--- src/rtl/univ_shift_reg_p_pkg.sv ---
// Shared encodings for the parametrised universal shift register.
// The manual operation codes and the burst FSM states live here so that the
// next-value mux, the top level and any surrounding logic agree on them.
package univ_shift_pkg;

    // Manual operation select carried on i_mode
    typedef enum logic [2:0] {
        MODE_HOLD = 3'b000,
        MODE_SHR  = 3'b001,
        MODE_SHL  = 3'b010,
        MODE_LOAD = 3'b011,
        MODE_ROR  = 3'b100,
        MODE_ROL  = 3'b101,
        MODE_ASR  = 3'b110,
        MODE_RSV  = 3'b111
    } mode_e;

    // Burst serialiser states
    typedef enum logic {
        ST_IDLE  = 1'b0,
        ST_BURST = 1'b1
    } state_e;

endpackage

--- src/rtl/univ_shift_reg_p_shift_next_val.sv ---
// Combinational next-value mux for the universal shift register.
// Given the current word, an operation code and the serial inputs it returns
// the word the register should hold after the next update. The burst path
// reuses it by forcing a logical right shift with a zero serial input.
module shift_next_val
    import univ_shift_pkg::*;
#(
    parameter int WIDTH = 8
) (
    input  logic [WIDTH-1:0] cur_q,
    input  logic [2:0]       mode,
    input  logic             sr_in,
    input  logic             sl_in,
    input  logic [WIDTH-1:0] load_d,
    output logic [WIDTH-1:0] next_q
);

    // Select the next word; hold and the reserved code both keep the current value
    always_comb begin
        next_q = cur_q;
        case (mode)
            MODE_SHR:  next_q = {sr_in, cur_q[WIDTH-1:1]};
            MODE_SHL:  next_q = {cur_q[WIDTH-2:0], sl_in};
            MODE_LOAD: next_q = load_d;
            MODE_ROR:  next_q = {cur_q[0], cur_q[WIDTH-1:1]};
            MODE_ROL:  next_q = {cur_q[WIDTH-2:0], cur_q[WIDTH-1]};
            MODE_ASR:  next_q = {cur_q[WIDTH-1], cur_q[WIDTH-1:1]};
            default:   next_q = cur_q;
        endcase
    end

endmodule

--- src/rtl/univ_shift_reg_p.sv ---
// Parametrised universal shift register with an autonomous burst serialiser.
// In IDLE the register follows the manual operation on i_mode. An i_start in
// IDLE loads i_d and then shifts it out LSB-first on o_so_r over WIDTH
// enabled cycles, with o_busy covering the burst and a one-cycle o_done after
// the last shift. i_en gates every register, so a disabled clock freezes the
// burst mid-stream and stretches a pending o_done.
module univ_shift_reg_p
    import univ_shift_pkg::*;
#(
    parameter int WIDTH = 8,
    parameter int CNT_W = $clog2(WIDTH + 1)
) (
    input  logic             i_clk,
    input  logic             i_rst_n,
    input  logic             i_en,
    input  logic [2:0]       i_mode,
    input  logic [WIDTH-1:0] i_d,
    input  logic             i_sr_in,
    input  logic             i_sl_in,
    input  logic             i_start,
    output logic [WIDTH-1:0] o_q,
    output logic             o_so_r,
    output logic             o_so_l,
    output logic             o_busy,
    output logic             o_done,
    output logic [CNT_W-1:0] o_cnt
);

    // Count value seen on the edge that performs the final burst shift
    localparam logic [CNT_W-1:0] LAST_CNT = CNT_W'(WIDTH - 1);

    state_e           state_q;
    state_e           state_d;
    logic [WIDTH-1:0] q_r;
    logic [WIDTH-1:0] q_d;
    logic [CNT_W-1:0] cnt_r;
    logic [CNT_W-1:0] cnt_d;
    logic             done_r;
    logic             done_d;

    logic [2:0]       nv_mode;
    logic             nv_sr_in;
    logic [WIDTH-1:0] shifted_q;

    // During a burst the shared mux is steered to a zero-fill right shift
    always_comb begin
        nv_mode  = i_mode;
        nv_sr_in = i_sr_in;
        if (state_q == ST_BURST) begin
            nv_mode  = MODE_SHR;
            nv_sr_in = 1'b0;
        end
    end

    shift_next_val #(
        .WIDTH (WIDTH)
    ) u_next_val (
        .cur_q  (q_r),
        .mode   (nv_mode),
        .sr_in  (nv_sr_in),
        .sl_in  (i_sl_in),
        .load_d (i_d),
        .next_q (shifted_q)
    );

    // Next-state logic for the burst FSM, register word, shift counter and done pulse
    always_comb begin
        state_d = state_q;
        q_d     = q_r;
        cnt_d   = cnt_r;
        done_d  = 1'b0;
        case (state_q)
            ST_IDLE: begin
                if (i_start) begin
                    q_d     = i_d;
                    cnt_d   = '0;
                    state_d = ST_BURST;
                end else begin
                    q_d = shifted_q;
                end
            end
            ST_BURST: begin
                q_d   = shifted_q;
                cnt_d = cnt_r + CNT_W'(1);
                if (cnt_r == LAST_CNT) begin
                    state_d = ST_IDLE;
                    done_d  = 1'b1;
                end
            end
            default: begin
                state_d = ST_IDLE;
            end
        endcase
    end

    // State register; everything holds while i_en is low
    always_ff @(posedge i_clk or negedge i_rst_n) begin
        if (!i_rst_n) begin
            state_q <= ST_IDLE;
            q_r     <= '0;
            cnt_r   <= '0;
            done_r  <= 1'b0;
        end else if (i_en) begin
            state_q <= state_d;
            q_r     <= q_d;
            cnt_r   <= cnt_d;
            done_r  <= done_d;
        end
    end

    assign o_q    = q_r;
    assign o_so_r = q_r[0];
    assign o_so_l = q_r[WIDTH-1];
    assign o_busy = (state_q == ST_BURST);
    assign o_done = done_r;
    assign o_cnt  = cnt_r;

endmodule

--- config.mk ---
export PLATFORM = sky130hd
export DESIGN_NAME = univ_shift_reg_p
export DESIGN_NICKNAME = d
export VERILOG_FILES = /design/src/rtl/univ_shift_reg_p_pkg.sv /design/src/rtl/univ_shift_reg_p_shift_next_val.sv /design/src/rtl/univ_shift_reg_p.sv
export SDC_FILE = /design/constraint.sdc
export NUM_CORES = 1
export LEC_CHECK = 0
export ABC_CLOCK_PERIOD_IN_PS = 1990
export CAP_MARGIN = 20
export CORE_AREA = 2 2 65 55
export DETAILED_ROUTE_END_ITERATION = 8
export DIE_AREA = 0 0 67 57
export PLACE_DENSITY = 0.85
export SKIP_CTS_REPAIR_TIMING = 1
export SLEW_MARGIN = 10
export SYNTH_ARGS = -nofsm -noshare
export SYNTH_HDL_FRONTEND = slang
export SYNTH_HIERARCHICAL = 1
export SYNTH_SLANG_ARGS = --single-unit
--- constraint.sdc ---
create_clock -name i_clk -period 1.99 [get_ports i_clk]
set_input_delay 0.199 -clock i_clk [delete_from_list [all_inputs] [get_ports i_clk]]
set_output_delay 0.199 -clock i_clk [all_outputs]
set_load 0.005 [all_outputs]
== Word-level counts from Yosys, hierarchy flattened ==
Index checks and enable logic that the tools add are counted.
Storage, ports and cells
  bits in registers: 14
Cells by class
  add/subtract/negate cells: 1
  equality and inequality tests: 8
  muxes and demuxes: 12
  bitwise logic cells: 1
  reduce and logical (&&, ||, !) cells: 1
Operator list (count)
  $pmux 8 s6: 1
  $pmux 8 s2: 1
  $eq 3x3->1 const B: 3
  $mux 8: 1
  $pmux 4 s2: 1
  $eq 3x2->1 const B: 2
  $mux 1: 5
  $add 4x1->4 const B: 1
  $eq 4x3->1 const B: 1
  $mux 4: 1
  $eq 3x1->1 const B: 1
  $mux 3: 1
  $ne 2x2->1 const B: 1
  $pmux 1 s2: 1
  $reduce_and 2->1: 1
  $not 1->1: 1

== Longest topological paths before layout ==
  word-level depth: 5
  mapped depth: 9
  gate-level depth less buffers: 6

== Hierarchy ==
The synthesis kept the hierarchy.
Modules (own cells, without submodules)
  univ_shift_reg_p: times used 1, cells each 68, area each 738.2 sq um, seq. area each 350.3 sq um
  shift_next_val: times used 1, cells each 82, area each 590.6 sq um, seq. area each 0.0 sq um

== Least setup slack after synthesis ==
OpenSTA, ideal clock, no wires.
  path type: register -> register
  start point: register state_q (netlist: o_busy)
  end point: register q_r[7] (netlist: o_q[7])
  arrival time: 1.779 ns
  data required time: 1.864 ns
  setup slack: 0.084 ns
  cell stages (with the launch flop): 10
  path buffers: 3
  clock period less this slack: 1.906 ns
  path through: dfrtp_1 -> buf_4 -> or2_2 -> buf_6 -> buf_8 -> nor2_1 -> nor3_1 -> a221o_1 -> mux2i_1 -> a21oi_1
Between the ends
  word-level cells in the longest chain between the ends: 5
  elaborated cells on any way between the ends: 12
  those cells by class: eq/ne: 6; mux: 5; bitwise: 1
RTL lines
  start: declaration: RTL line univ_shift_reg_p.sv:32  | state_e state_q;
  start signal: assignment: RTL line univ_shift_reg_p.sv:104  | state_q <= state_d;
  $mux 3 (*): RTL line univ_shift_reg_p.sv:49  | if (state_q == ST_BURST) begin
  via nv_mode[0]: RTL line univ_shift_reg_p.sv:41  | logic [2:0] nv_mode;
  $eq 3x3->1 (tied with other cells): RTL line univ_shift_reg_p_shift_next_val.sv:21  | case (mode)
  $pmux 8 s6 (*): RTL line univ_shift_reg_p_shift_next_val.sv:21
  via shifted_q[7]: RTL line univ_shift_reg_p.sv:43  | logic [WIDTH-1:0] shifted_q;
  $mux 8: RTL line univ_shift_reg_p.sv:74  | if (i_start) begin
  $pmux 8 s2 (*): RTL line univ_shift_reg_p.sv:72  | case (state_q)
  end signal: assignment: RTL line univ_shift_reg_p.sv:105  | q_r <= q_d;
  end: declaration: RTL line univ_shift_reg_p.sv:34  | logic [WIDTH-1:0] q_r;
The timed path passes the listed nets; every way through them passes the cells marked *.
A chain may end at the register's enable or synchronous reset.

== Final worst setup path ==
  start point: register state_q (netlist: o_busy)
  end point: register q_r[4] (netlist: o_q[4])
The elaborated chain is that of the path after synthesis.

==> impl_results.md <==
* Yosys Warn Count at 6
* Peak supply drop at 509 uV
* Worst EP arrival at 1.96 ns
* WL met1 at ~1600 um
* FF-to-FF setup slack at 0.21 ns
* Worst EP required at 2.17 ns
* Final max-slew violation count at 0
* Post-Syn Instances at 150
* Slew HR at a little under three fifths
* Setup violators final at 0
* Worst reg2reg path depth at 7
* Core Region at 0.00323 mm2
* Final Net Count at around 210
* Clock buffer depth at 2
* GRT Overall Usage at 17.8%
* Syn nets at 168
* Post-place setup slack at -0.00771 ns
* Syn-to-layout area delta at 33.4%
* Vias per cell at 5.47
* Via count at about 1200
* Worst Path Max Fanout at 13
* DR WL met2 at 1450 um
* Port Buf Inserts at 32
* Rows at 19
* Fin crit share at 89.3%
* Global route overflow at 0
* Post-synthesis async set-or-reset flop share at 100%
* Drt wl/cell at 14.2 um
* Switch Pwr at 928 uW
* Detailed Place HPWL at between 2000 and 2500 um
* Critical Path Start Type: flop
* Max-cap violations at 0
* Reg2reg start: o_busy$_DFFE_PN0P_
* Initial antenna violation count at 0
* Setup CP Type: reg2reg
* Capturing point of the worst reg2reg path: o_q[4]$_DFFE_PN0P_
* Highest routed layer: met4
* Die Ht at 57 um
* Crit end category: flop
* Most used DFF post-synth: dfrtp_1
* Post-synthesis sequential element count at 14
* Vias in the first global route at about 1100
* Ratio of cells with drive above 1 in the final layout at 17.2%
* I/O pins at 33
* Post-Syn Area at 0.00133 mm2
* Sw Ratio at 39.5%
* Inserted Diodes at 0
* Final Hold Viols at 0
* RSZ-0062 raised after global routing: false
* Status: finished clean
* Residual DRC count at 0
* Largest cells by area after synthesis: dfrtp_1 26%, mux2i_1 13%, a21oi_1 5.6%, nor2_1 3.7%, buf_4 2.8%
* EDFF count, synth at 0
* Final Instance Count excl. Fillers at 228
* First-pass GRT wire length at 5300 um
* Routed met3 length at 185 um
* Mean Syn Cell Area at 8.86 um2
* Placed cell count at about 220
* Clk root buf: clkbuf_8
* Gpl congestion at 0.895
* Seq/Total Area, Yosys at a little over a quarter
* Area leader, netlist: dfrtp_1
* Unique cell type count in the Yosys netlist at 47
* Leakage power at 0.740 nW
* Iteration-0 DRC count of the detailed router at 88
* Clk_skew at 0.00664 ns
* Post-synth top cells: 17 x mux2i_1, 15 x a21oi_1, 14 x dfrtp_1, 13 x nor2_1, 7 x inv_1
* Combinational power share at 60.9%
* Initial core utilization at 41.1%
* Post-route setup slack at 0.212 ns
* P per Cell Area at 1320 mW/mm2
* Slew @ Worst Pin at 0.661 ns
* Yosys top cell area share at a little over a quarter
* F_max at 562 MHz
* H-tree levels at 1
* P_int at 1.42 mW
* Worst-Skew Late Latency at about 0.25 ns
* CTS Sinks at 14
* Hold crit path type: in2async
* Remaining antenna violation count after routing at 0
* Die W at 67 um
* Final min period at 1.78 ns
* Clk pin slew, worst setup/hold paths at 0.07 ns
* Pin count of the biggest net entering global routing at 17
* Total CTS buffers at 3
* Proportion of power drawn by the clock network at 12.4%
* Reg power frac at 26.7%
* WL final at 3240 um
* Die ar. at 0.00382 mm2
* Count leader, synth: mux2i_1
* Final setup TNS at 0 ns
* Drt first pass iters at 5
* CTS tree: built
-- power groups by stage --
stage                     clock (mW)  sequential, mW  combinational, mW
final                          0.292           0.625               1.43
after global routing           0.304           0.656               1.57
after CTS                      0.294           0.627               1.42
after detailed placement           0           0.627               1.41
after global placement             0           0.622               1.39
after floorplan                    0           0.586              0.950
-- how the worst max path moves through the flow --
stage                            start                  to  slack (ns)  cells after the start
finish              o_busy$_DFFE_PN0P_  o_q[4]$_DFFE_PN0P_        0.21                      7
global route        o_busy$_DFFE_PN0P_  o_q[6]$_DFFE_PN0P_        0.08                      7
CTS                 o_busy$_DFFE_PN0P_  o_q[2]$_DFFE_PN0P_        0.08                      7
detailed placement           i_mode[0]  o_q[4]$_DFFE_PN0P_      -0.008                      8
global placement             i_mode[0]  o_q[4]$_DFFE_PN0P_        0.02                      8
floorplan           o_busy$_DFFE_PN0P_  o_q[7]$_DFFE_PN0P_        0.08                      9
-- layout make-up --
| type | count | area (um2) |
|---|---|---|
| fill | 311 | 1460 |
| multi-input combinational | 114 | 831 |
| timing repair buffer | 47 | 458 |
| sequential | 14 | 350 |
| clock buffer | 4 | 55.1 |
| tap | 42 | 52.6 |
| inverter | 7 | 26.3 |
-- logic make-up after synthesis --
group                    share of synthesized area, %
AO/OA/AOI/OAI                                    24.6
multiplexers                                     13.7
flip-flops                                       26.4
AND/OR/NAND/NOR                                  23.2
buffers and inverters                            11.3
adder cells (fa/ha/maj)                         0.941
-- flip-flops by register name, indices dropped and copies added (netlist names) --
register	flops
o_busy	1
o_cnt	4
o_done	1
o_q	8
-- worst max-delay path, stage by stage (launching register included) --
cell and delay, ns:
dfrtp_1 0.44, or2_4 0.35, buf_12 0.17, and2b_1 0.19
a31oi_1 0.18, o211a_1 0.17, mux2i_1 0.06, a21oi_1 0.15
-- cells in the final DEF (no fill, tap or decap), types with 3 or more instances in the layout --
master / instances
clkdlybuf4s50_1: 32
mux2i_1: 17
a21oi_1: 15
dfrtp_1: 14
nor2_1: 13
buf_4: 13
inv_1: 7
o21ai_0: 6
nor2b_1: 5
nand2_1: 5
clkbuf_8: 4
and3b_1: 4
a31oi_1: 4
nor3_1: 4
and2b_1: 3
o21ai_1: 3
o221a_1: 3
-- layer usage --
| metal | global-route usage, % | vias to the layer above |
|---|---|---|
| li1 | - | 621 |
| met1 | 27.0 | 588 |
| met2 | 25.7 | 34 |
| met3 | 2.96 | 4 |
| met4 | 5.54 | 0 |
| met5 | 0 | - |
-- metrics by stage --
stage	hold WS, ns	area, um2	util, %	power [mW]
after floorplan	-0.0966	1330	-	1.54
after global placement	0.537	1720	53.1	2.01
after detailed placement	0.541	1720	53.1	2.04
after CTS	0.380	1770	54.8	2.34
after global routing	0.422	1770	54.8	2.53
final	0.348	1770	54.8	2.35
Note: power is estimated with default switching activity, not from simulation.
